File: src/rtl/mem_wb_stage.sv
// ============================================================================
// mem_wb_stage : memory/writeback stage -- req/gnt/rvalid data bus, byte-lane
// alignment, load extension, register-file writeback and upstream stall.
// Optional macro MISALIGN_TRAP_EN: trap misaligned half/word accesses.
// Revision: 1.0
// ============================================================================
`default_nettype none

module mem_wb_stage #(
  parameter int XLEN         = 32,
  parameter int WB_PC_OFFSET = 4
) (
  input  logic            clk,
  input  logic            rst,
  input  logic [XLEN-1:0] pc_i,
  input  logic [XLEN-1:0] alu_result_i,
  input  logic [XLEN-1:0] store_data_i,
  input  logic [4:0]      waddr_i,
  input  logic            reg_write_i,
  input  logic            mem_read_i,
  input  logic            mem_write_i,
  input  logic [2:0]      funct3_i,
  input  logic [1:0]      wb_sel_i,
  output logic            dmem_req_o,
  output logic            dmem_we_o,
  output logic [XLEN-1:0] dmem_addr_o,
  output logic [XLEN-1:0] dmem_wdata_o,
  output logic [3:0]      dmem_be_o,
  input  logic            dmem_gnt_i,
  input  logic            dmem_rvalid_i,
  input  logic [XLEN-1:0] dmem_rdata_i,
  output logic            rf_we_o,
  output logic [4:0]      rf_waddr_o,
  output logic [XLEN-1:0] rf_wdata_o,
  output logic            stall_o,
  output logic            misalign_o
);

  typedef enum logic [1:0] {
    IDLE   = 2'd0,
    REQ    = 2'd1,
    WAIT_R = 2'd2
  } state_t;

  state_t state, next_state;

  logic            access;
  logic            go;
  logic            trap;
  logic [1:0]      off;
  logic [1:0]      lane_off;
  logic            is_byte;
  logic            is_half;
  logic            is_word;
  logic            is_unsigned;
  logic            req;
  logic            stall;
  logic [XLEN-1:0] shifted;
  logic [XLEN-1:0] load_data;

  assign access      = mem_read_i | mem_write_i;
  assign off         = alu_result_i[1:0];
  // Reserved size codes (011, 110, 111) fall through to a full word.
  assign is_byte     = (funct3_i[1:0] == 2'b00);
  assign is_half     = (funct3_i[1:0] == 2'b01);
  assign is_word     = ~is_byte & ~is_half;
  assign is_unsigned = funct3_i[2];

`ifdef MISALIGN_TRAP_EN
  logic misaligned;
  assign misaligned = (is_half & off[0]) | (is_word & (off != 2'b00));
  assign trap       = access & misaligned;
  assign lane_off   = off;
`else
  assign trap       = 1'b0;
  assign lane_off   = is_word ? 2'b00 : (is_half ? {off[1], 1'b0} : off);
`endif

  assign go = access & ~trap;

  always_ff @(posedge clk or negedge rst) begin
    if (!rst) begin
      state <= IDLE;
    end else begin
      state <= next_state;
    end
  end

  always_comb begin
    next_state = state;
    req        = 1'b0;
    stall      = 1'b0;
    case (state)
      IDLE, REQ: begin
        if (go) begin
          req = 1'b1;
          if (!dmem_gnt_i) begin
            stall      = 1'b1;
            next_state = REQ;
          end else if (mem_read_i) begin
            stall      = 1'b1;
            next_state = WAIT_R;
          end else begin
            next_state = IDLE;
          end
        end else begin
          next_state = IDLE;
        end
      end
      WAIT_R: begin
        if (dmem_rvalid_i) begin
          next_state = IDLE;
        end else begin
          stall = 1'b1;
        end
      end
      default: next_state = IDLE;
    endcase
  end

  assign dmem_req_o  = req & rst;
  assign stall_o     = stall & rst;
  assign misalign_o  = trap & rst;
  assign dmem_we_o   = mem_write_i;
  assign dmem_addr_o = {alu_result_i[XLEN-1:2], 2'b00};

  always_comb begin
    dmem_be_o    = 4'b1111;
    dmem_wdata_o = store_data_i;
    if (is_byte) begin
      dmem_be_o    = 4'b0001 << lane_off;
      dmem_wdata_o = {(XLEN/8){store_data_i[7:0]}};
    end else if (is_half) begin
      dmem_be_o    = 4'b0011 << lane_off;
      dmem_wdata_o = {(XLEN/16){store_data_i[15:0]}};
    end
  end

  assign shifted = dmem_rdata_i >> {lane_off, 3'b000};

  always_comb begin
    load_data = shifted;
    if (is_byte) begin
      load_data = {{(XLEN-8){~is_unsigned & shifted[7]}}, shifted[7:0]};
    end else if (is_half) begin
      load_data = {{(XLEN-16){~is_unsigned & shifted[15]}}, shifted[15:0]};
    end
  end

  always_comb begin
    rf_wdata_o = '0;
    case (wb_sel_i)
      2'd0:    rf_wdata_o = alu_result_i;
      2'd1:    rf_wdata_o = load_data;
      2'd2:    rf_wdata_o = pc_i + XLEN'(WB_PC_OFFSET);
      default: rf_wdata_o = '0;
    endcase
  end

  // Loads stall until their rvalid cycle, so ~stall alone times their write.
  assign rf_we_o    = rst & reg_write_i & (waddr_i != 5'd0) & ~stall & ~trap;
  assign rf_waddr_o = waddr_i;

endmodule

`default_nettype wire

File: config.mk
export PLATFORM = sky130hd
export DESIGN_NAME = mem_wb_stage
export DESIGN_NICKNAME = d
export VERILOG_FILES = /design/src/rtl/mem_wb_stage.sv
export SDC_FILE = /design/constraint.sdc
export NUM_CORES = 1
export LEC_CHECK = 0
export ABC_AREA = 0
export BUFFER_PORTS_ARGS = -buffer_cell sky130_fd_sc_hd__buf_4
export CELL_PAD_IN_SITES_DETAIL_PLACEMENT = 1
export CELL_PAD_IN_SITES_GLOBAL_PLACEMENT = 2
export CORE_ASPECT_RATIO = 0.8
export CORE_MARGIN = 2
export CORE_UTILIZATION = 19
export DETAILED_ROUTE_END_ITERATION = 7
export MAX_ROUTING_LAYER = met4
export PLACE_DENSITY = 0.89
export SETUP_SLACK_MARGIN = 0.3
export SLEW_MARGIN = 10
export SYNTH_ARGS = -nofsm -noshare
export SYNTH_HDL_FRONTEND = slang
export SYNTH_SLANG_ARGS = --single-unit
File: constraint.sdc
create_clock -name clk -period 2.8 [get_ports clk]
set_clock_uncertainty 0.1 [all_clocks]
set_input_delay 0.28 -clock clk [delete_from_list [all_inputs] [get_ports clk]]
set_output_delay 0.28 -clock clk [all_outputs]
set_load 0.01 [all_outputs]
* Word-level counts from Yosys, hierarchy flattened
Index checks and enable logic that the tools add are counted.
** Storage, ports and cells
- Input port bits :: 145
- Word-level logic and storage cells :: 50
- Output and inout bits :: 110
- Bits in registers :: 2
** Operators by class
- Bitwise gates (word level) :: 13
- Equal/unequal tests :: 6
- Mux-type cells :: 21
- Reduce and logical (&&, ||, !) cells :: 5
- Shift-type cells :: 3
- Add/subtract/negate cells :: 1
** Operator list (number)
- $mux W32 :: 4
- $pmux W32 S3 :: 1
- $add A32 B3 Y32 const B :: 1
- $shr A32 B5 Y32 :: 1
- $mux W2 :: 5
- $and A1 B1 Y1 :: 8
- $mux W4 :: 2
- $mux W1 :: 7
- $eq A2 B1 Y1 const B :: 3
- $logic_not A2 Y1 :: 3
- $reduce_bool A5 Y1 :: 1
- $eq A2 B2 Y1 const B :: 2
- $not A1 Y1 :: 4
- $pmux W2 S2 :: 1
- $shl A1 B2 Y4 const A :: 1
- $shl A2 B2 Y4 const A :: 1
- $ne A2 B2 Y1 const B :: 1
- $pmux W1 S2 :: 1
- $reduce_or A2 Y1 :: 1
- $or A1 B1 Y1 :: 1

* Depth between registers and ports, before layout
Gate-level depths: netlist of the first run.
- Depth in word-level cells :: 9
- Mapped depth :: 8
- Depth with buffers taken out :: 6

* Worst setup path before layout of the first run
OpenSTA, ideal clock, no wires.
- Kind :: input to output
- From :: input pc_i[15]
- To :: output rf_wdata_o[27]
- Slack :: 0.836 ns
- Path buffers :: 1
- Stages on the path :: 6
- Data arrival time :: 1.584 ns
- Data required time :: 2.420 ns
- Path through :: clkbuf_1 -> nand3_1 -> nor4_4 -> nand4b_1 -> xor2_1 -> o221ai_1
** Between the ends
- Word-level cells in the longest chain between the ends :: 2
** RTL lines
- from (decl) :: RTL line 15 : input logic [XLEN-1:0] pc_i,
- $add A32 B3 Y32 :: RTL line 155 : 2'd2: rf_wdata_o = pc_i + XLEN'(WB_PC_OFFSET);
- $pmux W32 S3 :: RTL line 152 : case (wb_sel_i)
- to (decl) :: RTL line 34 : output logic [XLEN-1:0] rf_wdata_o,
No other way between the ends.

* Final worst setup path of the first run
- From :: input funct3_i[0]
- To :: output rf_wdata_o[12]
** Between the ends
- Word-level cells in the longest chain between the ends :: 8
- Elaborated cells between the ends (all ways) :: 12
- Those cells by class :: eq/ne (1); shift (1); mux (5); bitwise (4); reduce/logical (1)
** RTL lines
- from (decl) :: RTL line 22 : input logic [2:0] funct3_i,
- $eq A2 B1 Y1 / $logic_not A2 Y1 (equally long branches) :: RTL line 65, 64
- $not A1 Y1 :: RTL line 66 : assign is_word = ~is_byte & ~is_half;
- $and A1 B1 Y1 :: RTL line 66
- $mux W2 :: RTL line 76 : assign lane_off = is_word ? 2'b00 : (is_half ? {off[1], 1'b0} : off);
- $shr A32 B5 Y32 :: RTL line 139 : assign shifted = dmem_rdata_i >> {lane_off, 3'b000};
- $mux W32 / $and A1 B1 Y1 (equally long branches) :: RTL line 145, 144
- $mux W32 * :: RTL line 143 : if (is_byte) begin
- $pmux W32 S3 * :: RTL line 152
Mark *: on every way between the ends. The rest lies on a longest branch, timed or not.

==> results of run 1 <==
[how the worst min path moves through the flow]
| stage | startpoint | end | slack [ns] | depth (start not counted) |
|---|---|---|---|---|
| CTS | dmem_gnt_i | state[0] | 0.15 | 2 |
| floorplan | rst | state[0] | -0.12 | 0 |
| global route | dmem_gnt_i | state[0] | 0.16 | 2 |
| detailed placement | rst | state[0] | -0.03 | 1 |
| global placement | rst | state[1] | -0.03 | 1 |
| finish | dmem_gnt_i | state[0] | 0.16 | 2 |
[synthesized netlist by cell type (all sizes together) (2+ instances only)]
cell type / count
nor2: 32
o32ai: 4
o21a: 3
nand2b: 4
nand3: 17
o211ai: 4
nor2b: 5
inv: 2
a21oi: 24
xnor2: 6
nor4: 8
o21ai: 20
clkinv: 2
o221ai: 15
o22ai: 14
xor2: 14
mux2: 22
nand4: 13
and3: 14
dfrtp: 2
buf: 61
and2: 4
clkbuf: 15
a211oi: 8
a21o: 2
nor3: 3
mux2i: 21
and4: 3
nand2: 51
a31o: 3
[per-stage QoR]
| step | cells | hold WS (ns) | setup WS (ns) | utilization |
|---|---|---|---|---|
| 3_5_place_dp | 789 | -0.0266 | 0.404 | 0.317 |
| 2_1_floorplan | 415 | -0.116 | 0.836 | - |
| 6_report | 793 | 0.157 | 0.420 | 0.324 |
| 5_1_grt | 793 | 0.160 | 0.335 | 0.324 |
| 3_3_place_gp | 789 | -0.0269 | 0.422 | 0.317 |
| 4_1_cts | 793 | 0.148 | 0.390 | 0.323 |
[layout make-up]
cell class / count / area [µm²]
fill: 1791 / 9670
inverter: 4 / 15.0
multi-input combinational: 333 / 2250
clock buffer: 3 / 75.1
timing repair buffer: 267 / 2010
tap: 184 / 230
sequential: 2 / 50.0
[kinds of logic after synthesis]
logic type / after synthesis / share of synthesized area
AND/OR/NAND/NOR: 158 / 0.301
AO/OA/AOI/OAI: 108 / 0.268
buffers and inverters: 80 / 0.181
multiplexers: 43 / 0.164
XOR/XNOR: 20 / 0.0629
flip-flops: 2 / 0.0180
adder cells (fa/ha/maj): 1 / 0.00449
other: 1 / 0.00135
[repair_timing]
action | CTS | global route
hold endpoints to repair | 2 | 0
resized for setup | 0 | 2
setup endpoints to repair | 0 | 9
hold buffers | 1 | 0
[critical path: stages]
cell and delay, ns:
buf_4 0.13, nand2b_1 0.19, o2bb2ai_1 0.20, nor4_1 0.53, nand3_1 0.27, o211ai_1 0.22
buf_4 0.18
[metal layers]
metal  GRT usage  vias up  share of wire
met1       0.280     1933           0.48
li1            -     1879              -
met3      0.0124        8          0.037
met5           -        -              0
met4      0.0168        0         0.0061
met2       0.328      135           0.47
[power groups by stage]
stage	sequential, µW	combinational, µW	clock, µW
global placement	33.7	787	0
CTS	33.7	806	222
global route	34.0	860	223
floorplan	33.4	370	0
finish	33.7	806	218
detailed placement	33.9	800	0
==> results.md, run 1 <==
* PD cells at 229 nW/µm²
* Largest registers in the final layout: state (2)
* Mapped Cells at 413
* Vias in the first global route at 4,005
* Setup crit start kind: primary input
* Crit-path max FO at 6
* Cell Rows at 39
* Library cells used by synthesis at 59
* Gr ovfl total at 0
* Die Wd at 139 µm
* Core footprint at 14,300 µm²
* IO buf count at 251
* Min cycle time layout at 2.38 ns
* Largest net degree at the start of global routing at 27
* Antenna cells at 0
* Slew of the pin with the lowest slew margin at 0.689 ns
* Wirelength per Cell at 20.6 µm
* Register area share after synthesis at 0.0180
* Sequential share of power at 0.032
* Worst reg-to-reg setup slack at 1.86 ns
* Commonest cells after routing, fill and taps aside: 266 x buf_4, 49 x nand2_1, 31 x nor2_1, 24 x a21oi_1, 22 x mux2_2
* Synth top area share at 0.132
* Post-DP HPWL at 13.9 mm
* Unrepaired setup endpoints after global routing: no
* Area Overhead vs Synth at 66.1%
* Clock Latency Late Sink at 0.22 ns
* Layout cell share with drive strength beyond 1 at 0.502
* GP Congestion at 0.859
* Largest register FFs at 2
* Pwr Total at 1060 µW
* Area leader, netlist: buf_4
* Leakage at 0.00216 µW
* # setup viols final at 0
* Post-synth EDFFs at 0
* CTS sink cnt at 2
* Post-CTS setup buffer count at 0
* Io pins at 255
* Main synth FF type: dfrtp_1
* DRC Markers at 0
* H-tree depth at 1
* CTS tree: built
* Fin Setup TNS at 0 ns
* Drt initial violations at 213
* Max rail drop VDD at 173 µV
* Final Hold Viols at 0
* Initial antenna violation count at 0
* Worst setup endpoint: rf_wdata_o[12]
* Max_slew headroom at 0.540
* Maximum clock frequency at 420 MHz
* Max-cap viol count at 0
* Vias/cell at 4.99
* Worst hold path type: primary input to register
* Area contributors post-synth: buf_4 13%, mux2_2 8.9%, mux2i_1 7.5%
* CP Launch Point: funct3_i[0]
* Clk slew on worst S/H paths at 0.03 ns
* Yosys warning count at 0
* Combinational power share at 0.762
* Vias at 3,955
* Arr. time, crit path at 2.00 ns
* Root buf cell: clkbuf_16
* ANT nets after route at 0
* Synth Register Bits at 2
* Post-Synthesis Cell Area at 2790 µm²
* Clock buffer depth at 2
* Clock buffers created by TritonCTS at 3
* CP Capture Type: output port
* Gr usage total at 0.199
* Max Slew Vio Count at 0
* Drt first pass iters at 4
* R2R cell count at 2
* Run status: completed
* Mean Syn Cell Area at 6.74 µm²
* Fin crit share at 0.850
* Reg-to-reg startpoint: state[1]
* Fin area at 4630 µm²
* Clock share of power at 0.206
* Switching Fraction at 0.417
* Initial Util at 0.195
* Commonest non-fill, non-tap cell in the layout: buf_4
* Worst reg2reg endpoint: state[0]
* Nets at 757
* Cell Int Power at 616 µW
* Die ar. at 15,600 µm²
* First-pass GRT wire length at 23.9 mm
* CP required at 2.42 ns
* Post-Route WL at 16.3 mm
* Largest Register: state
* Placed cell areas at 4530 µm²
* FFs w/ async S/R, synth at 1.00
* Die height at 112 µm
* Switching power at 442 µW
* Setup Crit Path Kind: primary input to output port
(Power assumes the default switching activity.)
==> run 2: changes to the inputs <==
Settings changed: ABC_AREA 0 to 1, CORE_UTILIZATION 19 to 16, PLACE_DENSITY 0.89 to 0.82.
Clock period 2.8 ns to 2.5 ns, I/O delays scaled along.
==> results.md, run 2 <==
* Run status: completed
* Crit path cell chain: buf_4 -> nor2_4 -> buf_8 -> nand4_1 -> nand2_1 -> clkinv_1 -> nand4_1 -> buf_4 -> nand2_4 -> buf_12 -> nand2_1 -> nand2_1 -> buf_4
* Gr ovfl total at 0
* Slowest CP cell: buf_4
* Post-DP HPWL at 16.2 mm
* Layout cell share with drive strength beyond 1 at 0.362
* Clk slew on worst S/H paths at 0.03 ns
* Largest net degree at the start of global routing at 32
* IO buf count at 251
* Post-synth EDFFs at 0
* Mean Syn Cell Area at 4.72 µm²
* Largest register FFs at 2
* CP required at 2.15 ns
* Vias/cell at 4.24
* Largest registers in the final layout: state (2)
* Root buf cell: clkbuf_16
* Top cells by count, synth: 283 x nand2_1, 83 x nor2_1, 60 x inv_1
* Main synth FF type: dfrtp_1
* Largest stage delay, worst path at 0.20 ns
* Crit-path max FO at 20
* Max rail drop VDD at 138 µV
* Leakage at 0.00275 µW
* DRC Markers at 0
* Clock buffer depth at 2
* Die height at 128 µm
* Initial Util at 0.163
* Setup crit start kind: primary input
* Drt initial violations at 288
* Register area share after synthesis at 0.0161
* Io pins at 255
* Vias in the first global route at 4,677
* Drt first pass iters at 5
* PD cells at 241 nW/µm²
* H-tree depth at 1
* Mapped Cells at 656
* Commonest cells after routing, fill and taps aside: 281 x nand2_1, 260 x buf_4, 74 x nor2_1, 60 x inv_1, 50 x nand3_1
* Worst hold path type: primary input to register
* Area leader, netlist: nand2_1
* Fin Setup TNS at 0 ns
* Max_slew headroom at 0.559
* Synth Register Bits at 2
* Clock share of power at 0.190
* Switching Fraction at 0.445
* Die ar. at 20,500 µm²
* Gr usage total at 0.173
* Largest Register: state
* Fin crit share at 0.847
* Setup Crit Path Kind: primary input to output port
* Area Overhead vs Synth at 66.6%
* Area contributors post-synth: nand2_1 34%, buf_4 12%, nor2_1 10%
* Clock Latency Late Sink at 0.22 ns
* Wirelength per Cell at 16.8 µm
* Cell Rows at 45
* Yosys warning count at 0
* Post-Synthesis Cell Area at 3100 µm²
* Maximum clock frequency at 472 MHz
* Min cycle time layout at 2.12 ns
* Commonest non-fill, non-tap cell in the layout: nand2_1
* Initial antenna violation count at 0
* CTS tree: built
* CTS sink cnt at 2
* Sequential share of power at 0.029
* Most frequent cell after synthesis: nand2_1
* Unrepaired setup endpoints after global routing: yes
* Slew of the pin with the lowest slew margin at 0.660 ns
* Max Slew Vio Count at 0
* Switching power at 554 µW
* Nets at 1,007
* Fin cells at 1,117
* FFs w/ async S/R, synth at 1.00
* GP Congestion at 0.875
* # setup viols final at 0
* Combinational power share at 0.781
* Synth top area share at 0.343
* Clock buffers created by TritonCTS at 3
* Max-cap viol count at 0
* Vias at 4,733
* Post-Route WL at 18.8 mm
* Cell Int Power at 691 µW
* CP Capture Type: output port
* Arr. time, crit path at 1.77 ns
* Library cells used by synthesis at 38
* Core footprint at 19,000 µm²
* First-pass GRT wire length at 27.3 mm
* ANT nets after route at 0
* Final Hold Viols at 0
* Placed Instances at 1,109
* Die Wd at 160 µm
* Antenna cells at 0
run 2: changes by cell type after synthesis, sizes merged, moves of 21 or more:
cell	before	now
inv	2	65
mux2	22	0
mux2i	21	0
nand2	51	289
nand3	17	51
nor2	32	88
run 2: final cells by class:
type,count,area [µm²]
Timing Repair Buffer,265,2040
Multi-Input combinational cell,522,2420
Clock buffer,3,75.1
Tap cell,258,323
Fill cell,2554,13800
Sequential cell,2,50.0
Inverter,67,259
run 2: per-stage QoR:
stage	power [µW]	hold WS (ns)	util	cell area, µm²	setup WS (ns)
after floorplan	480	-0.146	-	3110	0.881
after global placement	980	-0.0583	0.260	4930	0.127
after detailed placement	982	-0.0553	0.260	4930	0.117
after CTS	1240	0.0899	0.266	5050	0.298
after global routing	1340	0.108	0.272	5160	0.263
final	1240	0.0953	0.272	5160	0.381
run 2: per-layer routing:
| metal | up-vias | global-route usage | share of wire |
|---|---|---|---|
| li1 | 2404 | - | - |
| met1 | 2165 | 0.251 | 0.50 |
| met2 | 162 | 0.264 | 0.43 |
| met3 | 2 | 0.0261 | 0.064 |
| met4 | 0 | 0.00802 | 0.0014 |
| met5 | - | - | 0 |
run 2: power groups by stage:
stage | combinational [µW] | clock (µW) | sequential [µW]
final | 972 | 236 | 36.3
after global placement | 943 | 0 | 36.6
after global routing | 1060 | 247 | 36.4
after floorplan | 443 | 0 | 36.5
after CTS | 961 | 241 | 36.3
after detailed placement | 945 | 0 | 36.6
run 2: cell families (layout without fill, tap and decap cells):
logic type	Yosys count	after routing	share of synthesized area
fa+ha+maj	1	1	0.00404
simple gates	441	442	0.588
flops	2	2	0.0161
xor+xnor	3	3	0.00848
buf+inv	135	335	0.239
compound gates	73	73	0.143
other cells	1	3	0.00121
run 2: worst max-delay path: cells and delay by family:
| family | cells | cell delay [ns] |
|---|---|---|
| simple gates | 7 | 0.60 |
| buf+inv | 6 | 0.92 |
run 2: final timing paths:
kind	startpoint	end	slack, ns	depth (start not counted)
max in group asynchronous	rst	state[0]	1.94	2
max reg2reg	state[0]	state[1]	1.47	2
min	dmem_gnt_i	state[0]	0.1	2
min in group asynchronous	rst	state[1]	0.26	2
max	funct3_i[1]	rf_wdata_o[10]	0.38	13
min reg2reg	state[1]	state[1]	0.47	3
run 2: timing repair:
action / CTS / global route
endpoints found under the hold margin: 2 / 0
gates resized for setup: 5 / 23
setup endpoints to repair: 24 / 25
pin swaps: 0 / 4
hold buffers: 1 / 0
buffers inserted: 1 / 2
cloned: 0 / 1
